### src/rtl/vote_tally_engine.sv
// Ballot-counting engine: accepts one-hot ballots while VOTING, refuses duplicate voters
// and saturated counters, then scans the per-candidate counts for a winner.
module vote_tally_engine #(
  parameter int NUM_CAND = 4,
  parameter int CNT_W    = 8,
  parameter int VID_W    = 4,
  parameter int TOT_W    = 12
) (
  input  logic                clk,
  input  logic                rst,
  input  logic                cmd_valid,
  input  logic [1:0]          cmd,
  input  logic                vote_valid,
  output logic                vote_ready,
  input  logic [NUM_CAND-1:0] cand_sel,
  input  logic [VID_W-1:0]    voter_id,
  output logic                vote_ack,
  output logic                vote_rej,
  output logic [1:0]          rej_code,
  output logic [1:0]          state,
  output logic [NUM_CAND-1:0] winner,
  output logic                tie,
  output logic [TOT_W-1:0]    total,
  input  logic [3:0]          rd_idx,
  output logic [CNT_W-1:0]    rd_count
);

  localparam int IDX_W      = (NUM_CAND > 1) ? $clog2(NUM_CAND) : 1;
  localparam int NUM_VOTERS = 2 ** VID_W;

  typedef enum logic [1:0] {
    S_IDLE   = 2'b00,
    S_VOTING = 2'b01,
    S_TALLY  = 2'b10,
    S_RESULT = 2'b11
  } state_e;

  localparam logic [1:0] CMD_OPEN  = 2'b01;
  localparam logic [1:0] CMD_CLOSE = 2'b10;
  localparam logic [1:0] CMD_CLEAR = 2'b11;

  localparam logic [1:0] REJ_ONEHOT = 2'b01;
  localparam logic [1:0] REJ_DUP    = 2'b10;
  localparam logic [1:0] REJ_SAT    = 2'b11;

  state_e                state_q, state_d;
  logic [CNT_W-1:0]      cnt_q [NUM_CAND];
  logic [CNT_W-1:0]      cnt_d [NUM_CAND];
  logic [TOT_W-1:0]      total_q, total_d;
  logic [NUM_VOTERS-1:0] voted_q, voted_d;
  logic                  ack_q, ack_d, rej_q, rej_d;
  logic [1:0]            code_q, code_d;
  logic [IDX_W-1:0]      scan_q, scan_d, widx_q, widx_d;
  logic [CNT_W-1:0]      max_q, max_d;
  logic                  tie_q, tie_d;
  logic [CNT_W-1:0]      rd_q, rd_d;

  logic                  clear, transfer, one_hot, dup, sat;
  logic [IDX_W-1:0]      sel_idx;
  logic [CNT_W-1:0]      sel_cnt, scan_cnt;

  // NOTE: every always_comb output gets a default first so no path can infer a latch.
  always_comb begin
    state_d  = state_q;
    cnt_d    = cnt_q;
    total_d  = total_q;
    voted_d  = voted_q;
    ack_d    = 1'b0;
    rej_d    = 1'b0;
    code_d   = 2'b00;
    scan_d   = scan_q;
    widx_d   = widx_q;
    max_d    = max_q;
    tie_d    = tie_q;
    rd_d     = '0;
    sel_idx  = '0;
    sel_cnt  = '0;
    scan_cnt = '0;

    for (int i = 0; i < NUM_CAND; i++) begin
      if (cand_sel[i]) begin
        sel_idx = IDX_W'(i);
        sel_cnt = cnt_q[i];
      end
      if (scan_q == IDX_W'(i)) scan_cnt = cnt_q[i];
      if (rd_idx == 4'(i)) rd_d = cnt_q[i];
    end

    clear    = cmd_valid && (cmd == CMD_CLEAR);
    transfer = vote_valid && (state_q == S_VOTING);
    one_hot  = (cand_sel != '0) && ((cand_sel & (cand_sel - NUM_CAND'(1))) == '0);
    dup      = voted_q[voter_id];
    sat      = (sel_cnt == '1) || (total_q == '1);

    if (clear) begin
      // A ballot transferred alongside CLEAR is dropped without any response.
      state_d = S_IDLE;
      for (int i = 0; i < NUM_CAND; i++) cnt_d[i] = '0;
      total_d = '0;
      voted_d = '0;
      scan_d  = '0;
      widx_d  = '0;
      max_d   = '0;
      tie_d   = 1'b0;
    end else begin
      if (transfer) begin
        if (!one_hot) begin
          rej_d  = 1'b1;
          code_d = REJ_ONEHOT;
        end else if (dup) begin
          rej_d  = 1'b1;
          code_d = REJ_DUP;
        end else if (sat) begin
          rej_d  = 1'b1;
          code_d = REJ_SAT;
        end else begin
          ack_d            = 1'b1;
          cnt_d[sel_idx]   = sel_cnt + CNT_W'(1);
          total_d          = total_q + TOT_W'(1);
          voted_d[voter_id] = 1'b1;
        end
      end

      unique case (state_q)
        S_IDLE: begin
          if (cmd_valid && cmd == CMD_OPEN) state_d = S_VOTING;
        end
        S_VOTING: begin
          if (cmd_valid && cmd == CMD_CLOSE) begin
            state_d = S_TALLY;
            scan_d  = '0;
            widx_d  = '0;
            max_d   = '0;
            tie_d   = 1'b0;
          end
        end
        S_TALLY: begin
          // Strictly greater wins, so ties resolve to the lowest index.
          if (scan_cnt > max_q) begin
            max_d  = scan_cnt;
            widx_d = scan_q;
            tie_d  = 1'b0;
          end else if (scan_cnt == max_q && scan_cnt != '0) begin
            tie_d = 1'b1;
          end
          if (scan_q == IDX_W'(NUM_CAND - 1)) state_d = S_RESULT;
          else                                scan_d  = scan_q + IDX_W'(1);
        end
        S_RESULT: begin
          if (cmd_valid && cmd == CMD_OPEN) state_d = S_VOTING;
        end
        default: state_d = S_IDLE;
      endcase
    end
  end

  // NOTE: sequential state uses non-blocking assignments so every register samples pre-edge values.
  // NOTE: the voted bitmap and counters are flops, not RAM, because CLEAR and rst must zero them at once.
  always_ff @(posedge clk or posedge rst) begin
    if (rst) begin
      state_q <= S_IDLE;
      for (int i = 0; i < NUM_CAND; i++) cnt_q[i] <= '0;
      total_q <= '0;
      voted_q <= '0;
      ack_q   <= 1'b0;
      rej_q   <= 1'b0;
      code_q  <= 2'b00;
      scan_q  <= '0;
      widx_q  <= '0;
      max_q   <= '0;
      tie_q   <= 1'b0;
      rd_q    <= '0;
    end else begin
      state_q <= state_d;
      cnt_q   <= cnt_d;
      total_q <= total_d;
      voted_q <= voted_d;
      ack_q   <= ack_d;
      rej_q   <= rej_d;
      code_q  <= code_d;
      scan_q  <= scan_d;
      widx_q  <= widx_d;
      max_q   <= max_d;
      tie_q   <= tie_d;
      rd_q    <= rd_d;
    end
  end

  assign vote_ready = (state_q == S_VOTING);
  assign vote_ack   = ack_q;
  assign vote_rej   = rej_q;
  assign rej_code   = code_q;
  assign state      = state_q;
  assign total      = total_q;
  assign rd_count   = rd_q;
  // An all-zero tally leaves max at zero, which suppresses the winner.
  assign winner     = (state_q == S_RESULT && max_q != '0) ? (NUM_CAND'(1) << widx_q) : '0;
  assign tie        = (state_q == S_RESULT) && tie_q;

endmodule

### config.mk
export PLATFORM = sky130hd
export DESIGN_NAME = vote_tally_engine
export DESIGN_NICKNAME = d
export VERILOG_FILES = /design/src/rtl/vote_tally_engine.sv
export SDC_FILE = /design/constraint.sdc
export NUM_CORES = 1
export LEC_CHECK = 0
export CAP_MARGIN = 0
export CORE_MARGIN = 2
export CORE_UTILIZATION = 60
export DETAILED_ROUTE_END_ITERATION = 8
export PLACE_DENSITY = 0.82
export SLEW_MARGIN = 0
export SYNTH_ARGS = -nofsm -noshare
export SYNTH_HDL_FRONTEND = slang
export SYNTH_SLANG_ARGS = --single-unit
### constraint.sdc
create_clock -name clk -period 8.7 [get_ports clk]
set_clock_uncertainty 0.05 [all_clocks]
set_input_delay 0.87 -clock clk [delete_from_list [all_inputs] [get_ports clk]]
set_output_delay 0.87 -clock clk [all_outputs]
set_load 0.1 [all_outputs]
Word level (Yosys, flattened, before mapping)
Cells that the tools add are included.

Logic and storage cells: 152. Bits in registers: 87.

Bitwise logic cells: 3. Eq/ne operators: 23. Reductions and logical operators: 27. Shift-type cells: 1. Add/subtract/negate cells: 4. Mux-type cells: 74. Order comparisons: 5.

Operators by type and width (count): 2-to-1 mux 32 bit (5); 2-to-1 mux 8 bit (16); 2-to-1 mux 16 bit (5); 2-to-1 mux 12 bit (5); bitwise mux 32 bit (1); 2-to-1 mux 2 bit (16); 2-to-1 mux 1 bit (17); demux 8 bit (select 2 bit) (1); bitwise OR 16 bit (1); one-hot mux 8 bit (2 select lines) (1); nonzero test 8 bit (2); adder 12 x 1 -> 12 bit (second input constant) (1); equality test 12 bit (second input constant) (1); equality test 2 bit (second input constant) (6); AND reduction 3 bit (4); logical AND 1 bit (10); inequality test 3 bit (second input constant) (3); adder 8 x 1 -> 8 bit (second input constant) (1); equality test 4 x 2 -> 1 bit (second input constant) (2); equality test 8 bit (1); equality test 8 bit (second input constant) (1); > comparator 8 bit (1); logical NOT 4 bit (2); one-hot mux 2 bit (2 select lines) (2); other kinds (26) (32).

Logic depth before layout (Yosys ltp)
Word-level depth: 14. Depth in mapped cells: 15. Mapped depth without buffers: 13.

Worst setup path before layout
OpenSTA, ideal clock, no wires.

Path kind: register -> output. Start point: register state_q[0] (netlist: state[0]). End point: output winner[0]. Arrival time: 3.379 ns. Path slack: 4.401 ns. Stages on the path, launching flop included: 4. Path through: dfrtp_1 -> ha_1 -> nand2_1 -> nor3_1.

Longest elaborated chain between the ends: 3.

RTL lines: start, declared (line 46) `state_e state_q, state_d;`; start signal, assigned (line 174) `state_q <= state_d;`; equality test 2 bit (line 197) `assign winner = (state_q == S_RESULT && max_q != '0) ? (NUM_CAND'(1) << widx_q) : '0;`; logical AND 1 bit (line 197); 2-to-1 mux 4 bit (line 197); end, declared (line 21) `output logic [NUM_CAND-1:0] winner,`.

Every way passes these cells.

Worst setup path after layout
Start point: input cand_sel[3]. End point: register voted_q[9].

Longest elaborated chain between the ends: 6.

RTL lines: start, declared (line 15) `input logic [NUM_CAND-1:0] cand_sel,`; subtractor 4 x 1 -> 4 bit (line 91) `one_hot = (cand_sel != '0) && ((cand_sel & (cand_sel - NUM_CAND'(1))) == '0);`; bitwise AND 4 bit (line 91); logical NOT 4 bit (line 91); logical AND 1 bit (line 91); nonzero test 2 bit (no source line); AND reduction 4 bit (no source line) (*); end signal, assigned (line 177) `voted_q <= voted_d;`; end, declared (line 50) `logic [NUM_VOTERS-1:0] voted_q, voted_d;`.

Every way passes the cells marked *; elsewhere a longest branch is shown, timed or not. A chain may end at the register's enable or synchronous reset.

==> impl_metrics.ini <==
[route]
antenna_left = 0
wl_per_cell_um = 20.4
routed_via_density = 6.75
dr.pass1.iters = 6
routed_wl_mm = 14.3
drc = 0
num_vias = 4746
drt_iter0_markers = 462

[finish]
drive_gt1_share_pct = 6.86
fillCellCount = 608
diodes = 0
finalNonFillerCells = 703
fin_nets = 629
synthToLayoutAreaGrowth_pct = 13.7

[clock_network]
cts_sinks = 87
clockBufferDepth = 2
postCtsSetupBuffers = 0
ctsResizeCount = 0
cts_max_level = 3
hold_buffers = 0
cts_root_buffer = clkbuf_8
clkTransAtPathRegs_ns = 0.09
clkLatencyLatePin_ns = 0.35
cts_tree = yes
numCtsBuffers = 9

[timing]
fmaxAchievable_ghz = 0.195
post-route-period-util_pct = 58.8
slew_headroom_pct = 26.3
rsz0062_at_grt = false
worstMarginPinSlew_ns = 1.10
hold_viol_final = 0
tns_ns = 0
finalCriticalPeriod_ns = 5.12
slew_violations = 0
finalSetupViolCount = 0
whs_ns = 0.451

[worst_hold_path]
holdCritPathClass = flip-flop to flip-flop
hold_path_end = voted_q[7]
hold_depth = 2
hold_start = voted_q[7]

[power]
power_frac_clock_pct = 22.8
cellPowerDensity_mw_per_mm2 = 194
seq_power_share_pct = 40.1
switching_share_pct = 41.5
peakVddDrop_v = 0.000124
power_switching_mw = 0.477
cellLeakagePower_nw = 2.54
p_int_mw = 0.671
p_comb_share_pct = 37.1

[outcome]
status = finished, final reports clean

[worst_setup_path]
r2r_end = max_q[0]
start_kind = input pin
timing.rr.start = scan_q[0]
crit_required_ns = 8.93
crit_fanout = 29
endpoint_kind = flip-flop
cp_data_arrival_time_ns = 5.35
regToRegSetupSlack_ns = 5.01
critPathKind = input pin to flip-flop
r2r_cells = 11

[synth]
synth_cell_types = 60
synth-xor-area-share_pct = 1.01
synth_edf_count = 0
async_reset_ff_share_pct = 100
ys_seq_area_share_pct = 41.8
netlist_instances = 559
yosys.area_share.simple_pct = 18.7
muxShareOfSynthArea_pct = 3.94
syn-num-nets = 595
synth_area_leaders = dfrtp_1 (42%), a32o_1 (7.1%), nand2_1 (4.5%)
synth_top_area_share_pct = 41.8
ys_seq_elements = 87
synth_compound_area_share_pct = 24.6
syn_area_per_cell_sq_um = 9.31
synth_area_leader_cell = dfrtp_1
netlist_area_sq_mm = 0.00520
synth-main-ff-cell = dfrtp_1
yosysWarnings = 0
synth_top_family_by_area = compound AO/OA/AOI/OAI gates
yosys.area_share.adder_pct = 4.33

[grt]
antenna_found_initial = 0
grt_usage_pct = 30.9
grt_pass1_vias = 4646
grt_pass1_wl_mm = 23.5
grt-ovfl-total = 0
grt_max_degree = 88

[run]
drv_cap = 0

[floorplan]
die_area_sq_mm = 0.00943
rows = 33
fp.dieH_um = 97.1
start_util_pct = 62.7
chipWidth_um = 97.1
coreArea_sq_mm = 0.00830
io_pins = 50

[placed_design]
portBuffers = 49
gp_congestion = 0.902
dpl.hpwl_mm = 10.3
dp_cells = 687
[power groups by stage]
stage                     Combinational (mW)  Clock [mW]  Sequential (mW)
after detailed placement               0.422           0            0.467
after floorplan                        0.254           0            0.527
after global placement                 0.409           0            0.466
final                                  0.426       0.262            0.460
after CTS                              0.423       0.267            0.459
after global routing                   0.462       0.284            0.463
[Yosys cell counts, types with 7 or more instances]
cell,instances
a32o_1,37
a22oi_1,13
buf_2,13
a31oi_1,7
or4_1,8
nor4_1,11
nand3b_1,9
clkbuf_1,18
nand2_1,62
nand3_1,18
nor2b_1,9
ha_1,18
mux2i_1,7
o22ai_1,15
o21ai_0,27
inv_1,39
a211oi_1,7
nor2_1,16
nand4_1,8
nor3_1,9
a21oi_1,29
dfrtp_1,87
[stage by stage]
step           setup WS [ns]  power [mW]  cell area [sq um]  utilization, %
2_1_floorplan           4.40       0.781               5200               -
3_3_place_gp            3.51       0.875               5740            69.2
3_5_place_dp            3.38       0.888               5740            69.2
4_1_cts                 3.72        1.15               5920            71.3
5_1_grt                 3.34        1.21               5920            71.3
6_report                3.58        1.15               5920            71.3
[sequential cells by signal, summed over array words and instances (netlist names)]
signal and count:
vote_rej 1, widx_q 2, vote_ack 1, max_q 8
voted_q 16, total 12, scan_q 2, rej_code 2
tie_q 1, state 2, rd_count 8, cnt_q 32
[layout by cell type, fill, tap and decap left out, types with 3 or more instances in the layout]
cell type / instances
nor2b_1: 9
nand2b_1: 6
clkbuf_8: 9
o211ai_1: 4
inv_6: 3
o31ai_1: 6
a211oi_1: 7
a21oi_1: 29
a32o_1: 37
xnor2_1: 4
or4_1: 8
a21o_1: 3
nor2_1: 16
nand2_1: 62
a31oi_1: 7
nand3_1: 18
o21ai_0: 27
mux2_2: 4
mux4_2: 4
or3_1: 6
o22ai_1: 15
inv_1: 38
nand4_1: 8
mux2i_1: 7
clkinvlp_4: 3
buf_4: 7
and3_1: 5
nor4_1: 11
dfrtp_1: 87
a31o_2: 3
nor3_1: 9
o21a_1: 4
and2_1: 6
a22oi_1: 13
a221oi_1: 3
clkdlybuf4s50_1: 49
nand3b_1: 9
ha_1: 18
[critical path: stages]
cell,delay (ns)
clkdlybuf4s50_1,1.03
clkinv_1,0.48
a2bb2oi_1,0.23
o21ai_0,0.18
inv_1,0.19
ha_1,0.27
inv_1,0.09
nor4_1,0.09
a311oi_2,0.30
buf_4,0.25
nand4_1,0.24
inv_1,0.80
a32o_1,0.30
[layout make-up]
type                       count  area (sq um)  area share (%)
clock buffer                   9           124            2.09
timing repair buffer          56           543            9.18
sequential                    87          2180            36.8
multi-input combinational    398          2730            46.2
tap                          105           131            2.22
inverter                      41           155            2.62
clock inverter                 7          53.8           0.909
[how the worst max path moves through the flow]
stage | start | endpoint | slack, ns
CTS | cand_sel[3] | cnt_q[16] | 3.72
global route | cand_sel[3] | cnt_q[16] | 3.34
floorplan | state[0] | winner[0] | 4.40
global placement | cand_sel[3] | cnt_q[18] | 3.51
finish | cand_sel[3] | voted_q[9] | 3.58
detailed placement | cand_sel[3] | cnt_q[2] | 3.38
[logic make-up after synthesis]
kind of cell | after synthesis
muxes | 15
DFF | 87
buffers and inverters | 74
AOI/OAI and AO/OA | 175
adders and majority gates | 18
and+or+nand+nor | 184
xor gates and xnor gates | 6
[metal layers]
| layer | share of wire (%) | GRT usage, % |
|---|---|---|
| met1 | 41 | 40.7 |
| met2 | 49 | 51.1 |
| met3 | 7.5 | 5.40 |
| met4 | 2.6 | 12.4 |
| met5 | 0 | 0 |
Power figures use the tool's default switching activity.
